### src/rtl/uart_rx_if.sv
// Byte-side handshake of the UART receiver: valid/ready data plus status pulses.
// master = receiver (drives data/status), slave = consumer (drives ready).
interface uart_rx_if;
  logic [7:0] rx_data_o;
  logic       valid_o;
  logic       ready_i;
  logic       frame_err_o;
  logic       overrun_o;

  modport master (
    output rx_data_o,
    output valid_o,
    output frame_err_o,
    output overrun_o,
    input  ready_i
  );

  modport slave (
    input  rx_data_o,
    input  valid_o,
    input  frame_err_o,
    input  overrun_o,
    output ready_i
  );
endinterface

### src/rtl/uart_rx.sv
// 8N1 UART receiver with a one-entry valid/ready output buffer and status pulses.
// Optional macro UART_RX_MAJORITY_EN: 2-of-3 majority sampling around each bit centre.
module uart_rx #(
  parameter int unsigned CLK_PER_BIT = 16
) (
  input  logic     clk_i,
  input  logic     nreset_i,
  input  logic     rx_i,
  uart_rx_if.master rx_if
);

  localparam int unsigned CNT_W = 1 + $clog2(CLK_PER_BIT);

  localparam logic [CNT_W-1:0] BIT_LAST = CNT_W'(CLK_PER_BIT - 1);
`ifdef UART_RX_MAJORITY_EN
  // Decision lands one cycle after the single-sample point; later counts inherit the shift.
  localparam logic [CNT_W-1:0] START_DECIDE = CNT_W'(CLK_PER_BIT / 2);
`else
  localparam logic [CNT_W-1:0] START_DECIDE = CNT_W'(CLK_PER_BIT / 2 - 1);
`endif

  typedef enum logic [2:0] {
    S_IDLE,
    S_START,
    S_DATA,
    S_STOP,
    S_BREAK
  } state_e;

  state_e           state_q,     state_d;
  logic [1:0]       sync_q,      sync_d;
  logic [CNT_W-1:0] cnt_q,       cnt_d;
  logic [2:0]       bit_cnt_q,   bit_cnt_d;
  logic [7:0]       shift_q,     shift_d;
  logic [7:0]       data_q,      data_d;
  logic             valid_q,     valid_d;
  logic             frame_err_q, frame_err_d;
  logic             overrun_q,   overrun_d;

  logic rx_s;
  logic sample_bit;
  logic commit;

  assign rx_s = sync_q[1];

`ifdef UART_RX_MAJORITY_EN
  logic [1:0] hist_q, hist_d;

  // Two previous cycles of rx_s; together with the current value they form the vote.
  assign hist_d     = {hist_q[0], rx_s};
  assign sample_bit = (hist_q[1] & hist_q[0]) | (hist_q[1] & rx_s) | (hist_q[0] & rx_s);

  always_ff @(posedge clk_i or negedge nreset_i) begin
    if (!nreset_i) begin
      hist_q <= 2'b11;
    end else begin
      hist_q <= hist_d;
    end
  end
`else
  assign sample_bit = rx_s;
`endif

  always_comb begin
    // NOTE: every signal gets a default before the case so no path leaves it unassigned (no latch).
    state_d     = state_q;
    sync_d      = {sync_q[0], rx_i};
    cnt_d       = cnt_q;
    bit_cnt_d   = bit_cnt_q;
    shift_d     = shift_q;
    data_d      = data_q;
    valid_d     = valid_q;
    frame_err_d = 1'b0;
    overrun_d   = 1'b0;
    commit      = 1'b0;

    if (valid_q && ready_i_w()) begin
      valid_d = 1'b0;
    end

    case (state_q)
      S_IDLE: begin
        cnt_d     = '0;
        bit_cnt_d = '0;
        if (!rx_s) begin
          state_d = S_START;
        end
      end

      S_START: begin
        if (cnt_q == START_DECIDE) begin
          cnt_d   = '0;
          state_d = sample_bit ? S_IDLE : S_DATA;
        end else begin
          cnt_d = cnt_q + 1'b1;
        end
      end

      S_DATA: begin
        if (cnt_q == BIT_LAST) begin
          cnt_d     = '0;
          shift_d   = {sample_bit, shift_q[7:1]};
          bit_cnt_d = bit_cnt_q + 3'd1;
          if (bit_cnt_q == 3'd7) begin
            state_d = S_STOP;
          end
        end else begin
          cnt_d = cnt_q + 1'b1;
        end
      end

      S_STOP: begin
        if (cnt_q == BIT_LAST) begin
          cnt_d = '0;
          if (sample_bit) begin
            commit  = 1'b1;
            state_d = S_IDLE;
          end else begin
            frame_err_d = 1'b1;
            state_d     = S_BREAK;
          end
        end else begin
          cnt_d = cnt_q + 1'b1;
        end
      end

      S_BREAK: begin
        cnt_d = '0;
        if (rx_s) begin
          state_d = S_IDLE;
        end
      end

      default: begin
        state_d = S_IDLE;
        cnt_d   = '0;
      end
    endcase

    // A byte consumed in this same cycle frees the buffer for the new one.
    if (commit) begin
      if (!valid_q || ready_i_w()) begin
        data_d  = shift_q;
        valid_d = 1'b1;
      end else begin
        overrun_d = 1'b1;
      end
    end
  end

  function automatic logic ready_i_w();
    return rx_if.ready_i;
  endfunction

  always_ff @(posedge clk_i or negedge nreset_i) begin
    if (!nreset_i) begin
      state_q     <= S_IDLE;
      sync_q      <= 2'b11;
      cnt_q       <= '0;
      bit_cnt_q   <= '0;
      // NOTE: the shift register is reset too, so a fresh frame never exposes stale bits.
      shift_q     <= '0;
      data_q      <= '0;
      valid_q     <= 1'b0;
      frame_err_q <= 1'b0;
      overrun_q   <= 1'b0;
    end else begin
      // NOTE: non-blocking assignments so every flop samples the pre-edge values.
      state_q     <= state_d;
      sync_q      <= sync_d;
      cnt_q       <= cnt_d;
      bit_cnt_q   <= bit_cnt_d;
      shift_q     <= shift_d;
      data_q      <= data_d;
      valid_q     <= valid_d;
      frame_err_q <= frame_err_d;
      overrun_q   <= overrun_d;
    end
  end

  assign rx_if.rx_data_o   = data_q;
  assign rx_if.valid_o     = valid_q;
  assign rx_if.frame_err_o = frame_err_q;
  assign rx_if.overrun_o   = overrun_q;

  a_pulses_exclusive : assert property (
    @(posedge clk_i) disable iff (!nreset_i) !(frame_err_q && overrun_q)
  );

endmodule

### src/flat_wrapper.sv
// flat-port wrapper written by rule: the top's interface ports become plain ports
module uart_rx_flat 
#(
  parameter int unsigned CLK_PER_BIT = 16
)
  (clk_i, nreset_i, rx_i, rx_if_rx_data_o, rx_if_valid_o, rx_if_frame_err_o, rx_if_overrun_o, rx_if_ready_i);
  uart_rx_if rx_if_i ();
  input  logic clk_i;
  input  logic nreset_i;
  input  logic rx_i;
  output wire logic [$bits(rx_if_i.rx_data_o)-1:0] rx_if_rx_data_o;
  output wire logic [$bits(rx_if_i.valid_o)-1:0] rx_if_valid_o;
  output wire logic [$bits(rx_if_i.frame_err_o)-1:0] rx_if_frame_err_o;
  output wire logic [$bits(rx_if_i.overrun_o)-1:0] rx_if_overrun_o;
  input wire logic [$bits(rx_if_i.ready_i)-1:0] rx_if_ready_i;
  assign rx_if_rx_data_o = rx_if_i.rx_data_o;
  assign rx_if_valid_o = rx_if_i.valid_o;
  assign rx_if_frame_err_o = rx_if_i.frame_err_o;
  assign rx_if_overrun_o = rx_if_i.overrun_o;
  assign rx_if_i.ready_i = rx_if_ready_i;
  uart_rx #(.CLK_PER_BIT(CLK_PER_BIT)) u_core (.clk_i(clk_i), .nreset_i(nreset_i), .rx_i(rx_i), .rx_if(rx_if_i));
endmodule
### config.mk
export PLATFORM = sky130hd
export DESIGN_NAME = uart_rx_flat
export DESIGN_NICKNAME = d
export VERILOG_FILES = /design/src/rtl/uart_rx_if.sv /design/src/rtl/uart_rx.sv /design/src/flat_wrapper.sv
export SDC_FILE = /design/constraint.sdc
export NUM_CORES = 1
export LEC_CHECK = 0
export BUFFER_PORTS_ARGS = -buffer_cell sky130_fd_sc_hd__buf_2
export CAP_MARGIN = 15
export CELL_PAD_IN_SITES_DETAIL_PLACEMENT = 0
export CELL_PAD_IN_SITES_GLOBAL_PLACEMENT = 1
export CORE_MARGIN = 4
export CORE_UTILIZATION = 50
export CTS_CLUSTER_DIAMETER = 80
export CTS_CLUSTER_SIZE = 14
export DETAILED_ROUTE_END_ITERATION = 7
export PLACE_DENSITY = 0.84
export SLEW_MARGIN = 10
export SYNTH_ARGS = -nofsm -noshare
export SYNTH_HDL_FRONTEND = slang
export SYNTH_SLANG_ARGS = --single-unit
### constraint.sdc
create_clock -name clk_i -period 5.1 [get_ports clk_i]
set_clock_uncertainty 0.05 [all_clocks]
set_input_delay 0.765 -clock clk_i [delete_from_list [all_inputs] [get_ports clk_i]]
set_output_delay 0.765 -clock clk_i [all_outputs]
set_load 0.05 [all_outputs]
Yosys cells after proc, flatten, opt, wreduce, memory -nomap -nowiden
Index checks and enable logic that the tools add are counted.
{"block": "op_classes", "add_sub_neg": 2, "mul": 0, "n_div": 0, "magnitude_cmp": 0, "eq_ne": 13, "shift": 0, "muxes": 25, "n_bitwise": 0, "reduce_logical": 10}
{"op": "two-way mux 3 bit", "n": 8}
{"op": "case mux 3 bit (5 select lines)", "n": 1}
{"op": "two-way mux 1 bit", "n": 11}
{"op": "two-way mux 5 bit", "n": 2}
{"op": "inequality test 2 x 1 -> 1 bit (second input constant)", "n": 5}
{"op": "case mux 5 bit (2 select lines)", "n": 1}
{"op": "== test 3 x 2 -> 1 bit (second input constant)", "n": 2}
{"op": "== test 3 bit (second input constant)", "n": 2}
{"op": "case mux 3 bit (2 select lines)", "n": 1}
{"op": "AND reduction 2 bit", "n": 3}
{"op": "AND reduction 6 bit", "n": 1}
{"op": "adder 5 x 1 -> 5 bit (second input constant)", "n": 1}
{"op": "== test 5 x 3 -> 1 bit (second input constant)", "n": 1}
{"op": "== test 5 x 4 -> 1 bit (second input constant)", "n": 1}
{"op": "adder 3 x 1 -> 3 bit (second input constant)", "n": 1}
{"op": "== test 3 x 1 -> 1 bit (second input constant)", "n": 1}
{"op": "zero test 3 bit", "n": 1}
{"op": "two-way mux 2 bit", "n": 1}
{"op": "inequality test 2 bit (second input constant)", "n": 1}
{"op": "nonzero test 2 bit", "n": 1}
{"op": "OR reduction 2 bit", "n": 1}
{"op": "logical AND 1 bit", "n": 1}
{"op": "zero test 1 bit", "n": 1}
{"op": "logical OR 1 bit", "n": 1}
{"block": "totals", "reg_bits": 32, "latch_bits": 0, "ramBits": 0, "mem_bits_ro": 0, "output_inout_bits": 11, "n_memories": 0}

Longest topological paths before layout
{"block": "depth", "word_depth": 4, "ltp_mapped": 6, "depth_no_buf": 5}

Worst setup path before layout
OpenSTA, ideal clock, no wires.
{"block": "synth_timing", "kind": "flip-flop to flip-flop", "from": "register u_core.cnt_q[0]", "to": "register u_core.data_q[0], in the netlist u_core.rx_if.rx_data_o[0]", "setup_time_ps": 125, "t_arrival_ps": 1858, "slack_ps": 3067, "stages_incl_launch_ff": 7, "n_path_buf": 1, "path_cell_list": "dfrtp_1 ha_1 nand4b_4 or4_4 nor2b_4 buf_12 mux2_4"}
{"block": "synth_via", "elab_chain_len": 4}
{"item": "start, declared", "line_no": "uart_rx.sv:32", "source": "logic [CNT_W-1:0] cnt_q, cnt_d;"}
{"item": "start signal, assigned", "line_no": "uart_rx.sv:171", "source": "cnt_q <= cnt_d;"}
{"item": "== test 5 x 4 -> 1 bit", "line_no": "uart_rx.sv:113", "source": "if (cnt_q == BIT_LAST) begin"}
{"item": "two-way mux 1 bit", "line_no": "uart_rx.sv:113"}
{"item": "two-way mux 1 bit", "line_no": "uart_rx.sv:81", "source": "case (state_q)"}
{"item": "AND reduction 2 bit (no line)"}
{"item": "end signal, assigned", "line_no": "uart_rx.sv:174", "source": "data_q <= data_d;"}
{"item": "end, declared", "line_no": "uart_rx.sv:35", "source": "logic [7:0] data_q, data_d;"}
No other way between the ends.
A chain may end at the register's enable or synchronous reset.

Final worst setup path
{"block": "layout_timing", "from": "register u_core.cnt_q[0]", "to": "register u_core.data_q[6], in the netlist u_core.rx_if.rx_data_o[6]"}
The elaborated chain is that of the path after synthesis.

==> results by group <==
CTS
  • TritonCTS buffer count: 5
  • Clk sinks: 32
  • Clk root buf: clkbuf_4
  • Reg clk slew, reported paths: 100 ps
  • Htree depth: 2
  • CTS-repair resized insts: 0
  • CTS hold repair buffers: 0
  • Clk_lat worst skew: 330 ps
  • Longest Clk Path Bufs: 2
  • CTS tree: built
  • Post-CTS Setup Bufs: 0

STA
  • Final slew viol count: 0
  • Worst-Margin Slew: 681.4 ps
  • Fmax achieved: 444.9 MHz
  • TNS Setup: 0 ps
  • # setup viols final: 0
  • Final period util: 0.4407
  • Hold WS: 317.5 ps
  • RSZ-0062 raised after global routing: no
  • Hold Vio Cnt, Final: 0
  • Min Clock Period, post-route: 2248 ps
  • Rel. slew slack: 0.5457

Power
  • Power per cell area: 387.7 mW/mm²
  • Leak Pwr: 0.8063 nW
  • Peak supply drop: 0.3134 mV

Floorplan
  • FP Rows: 19
  • Die area: 0.003829 mm²
  • Die height: 61.88 µm
  • I/O pins: 15
  • Starting Density: 0.5263
  • Die Span X: 61.88 µm
  • Core ar.: 0.002758 mm²

GRT
  • GRT Total Usage: 0.1646
  • Largest net degree at the start of global routing: 33
  • First-pass GRT wire length: 4374 µm
  • Initial antenna violation count: 0
  • GR Overflow Total: 0
  • Vias in the first global route: 955

Route
  • Routed WL per cell: 15.59 µm
  • Drt total wl: 2525 µm
  • DRC Markers: 0
  • First DRT Iteration DRCs: 33
  • Vias: 934
  • Pre-antenna DRT Iters: 4
  • DRT antenna net count: 0
  • Drt via density: 5.765

Hold path
  • Hold Crit Start: u_core.sync_q[0]
  • Hold path depth: 0
  • Worst Hold End: u_core.sync_q[1]
  • Hold WC Path Type: register to register

Placement
  • Placer congestion estimate: 0.7727
  • Hpwl dp: 1695 µm
  • I/O Buffers: 14

Logic synthesis
  • Post-synth top area share: 0.5172
  • Net count after synthesis: 122
  • Synth cell types: 34
  • Synth Instances: 114
  • EDFF count, synth: 0
  • Commonest register cell after synthesis: dfrtp_1
  • Synth Cell Area: 0.001451 mm²
  • Largest area contributor in the netlist: dfrtp_1
  • Ys Warns: 0
  • Synth Register Bits: 32
  • Synth async-reset ratio: 1.000
  • Sequential fraction of the synthesis area: 0.5534
  • Top cells by area, synth: dfrtp_1 52%, mux2_4 8.3%, mux2_2 6.2%
  • Avg Inst Size Synth: 12.73 µm²

Worst setup path
  • Crit path required time: 5270 ps
  • Crit. End Element: register
  • Reg2Reg Capture Point: u_core.rx_if.rx_data_o[6]
  • Cell count of the worst reg-to-reg path: 5
  • Worst R2R Start: u_core.cnt_q[0]
  • Crit path DAT: 2420 ps
  • Crit start category: register
  • Worst Path Max Fanout: 8
  • Kind of critical path: register to register
  • Reg-to-reg slack, setup: 2850 ps

Final layout
  • Ant diodes: 0
  • Area Growth Syn to Fin: 9.310%
  • Layout cells sized above 1: 0.3435
  • Fill count: 242
  • Post-layout net count: 138

Run status
  • Outcome: finished clean

Run
  • MaxCap Viol Count: 0
==> kinds of logic after synthesis <==
| family | share of synthesized area |
|---|---|
| buffers and inverters | 0.03275 |
| and+or+nand+nor | 0.1319 |
| muxes | 0.1448 |
| DFF | 0.5534 |
| AOI/OAI and AO/OA | 0.09656 |
| xor gates and xnor gates | 0.006036 |
| adders and majority gates | 0.03448 |
==> worst max-delay path by stage <==
stage,from,end,slack (ps),depth (start not counted)
floorplan,u_core.cnt_q[0],u_core.rx_if.rx_data_o[0],3070,6
global placement,u_core.cnt_q[0],u_core.rx_if.rx_data_o[0],2920,5
detailed placement,u_core.cnt_q[0],u_core.rx_if.rx_data_o[4],2840,5
CTS,u_core.cnt_q[0],u_core.rx_if.rx_data_o[4],2840,5
global route,u_core.cnt_q[0],u_core.rx_if.rx_data_o[4],2750,5
finish,u_core.cnt_q[0],u_core.rx_if.rx_data_o[6],2850,5
==> synthesized netlist by cell type (2+ instances only) <==
cell / instances
nand3_1: 2
clkbuf_1: 3
mux2_4: 8
a22oi_1: 3
inv_1: 3
o21ai_0: 8
ha_1: 4
mux2_2: 8
a31oi_1: 2
nor3_1: 4
nand2b_1: 2
nand2_1: 9
dfrtp_1: 30
a21oi_1: 4
nor2_1: 4
dfstp_2: 2
==> where the power goes <==
part | switching, mW | internal [mW] | leakage (nW)
logic | 0.0621 | 0.0601 | 0.347
clock network | 0.0870 | 0.0674 | 0.0315
registers | 0.0537 | 0.285 | 0.427
==> cell type report <==
type | count | area, µm² | share of cell area
clock inverter | 1 | 7.507 | 0.004732
clock buffer | 7 | 55.05 | 0.03470
multi-input combinational | 74 | 600.6 | 0.3785
tap | 31 | 38.79 | 0.02445
sequential | 32 | 803.3 | 0.5063
timing repair buffer | 14 | 70.07 | 0.04416
inverter | 3 | 11.26 | 0.007098
==> placed cells by master, fill, tap and decap left out, types with 2 or more instances in the layout <==
master and n:
mux2_2 8, nor2_1 4, nand2b_1 2, dfrtp_1 30, ha_1 4, a31oi_1 2
nor3_1 4, clkbuf_4 5, o21ai_0 8, nand3_1 2, buf_2 14, inv_1 3
nand2_1 9, a21oi_1 4, mux2_4 8, dfstp_2 2, a22oi_1 3
==> stage by stage <==
stage	std cells	power (mW)	setup slack [ps]	area [µm²]	utilization
floorplan	114	0.4349	3067	1451	-
global placement	154	0.4595	2921	1524	0.5526
detailed placement	154	0.4650	2844	1524	0.5526
CTS	162	0.6214	2841	1587	0.5753
global route	162	0.6582	2747	1587	0.5753
finish	162	0.6151	2852	1587	0.5753
==> state kept, by name (all words and copies together) (netlist names) <==
| register | count |
|---|---|
| u_core.state_q | 3 |
| u_core.sync_q | 2 |
| u_core.shift_q | 8 |
| u_core.rx_if.frame_err_o | 1 |
| u_core.rx_if.valid_o | 1 |
| u_core.cnt_q | 5 |
| u_core.rx_if.overrun_o | 1 |
| u_core.rx_if.rx_data_o | 8 |
| u_core.bit_cnt_q | 3 |
==> critical path: stages (launching register included) <==
cell	delay, ps
dfrtp_1	400
ha_1	300
nand4b_4	190
or4_4	550
nor2b_4	330
mux2_4	330
==> per-layer routing <==
layer / vias up / share of wire / global-route usage
li1: 443 / - / -
met1: 469 / 0.47 / 0.1918
met2: 18 / 0.46 / 0.2631
met3: 4 / 0.050 / 0.06818
met4: 0 / 0.020 / 0.07879
met5: - / 0 / 0
(Power assumes the default switching activity.)
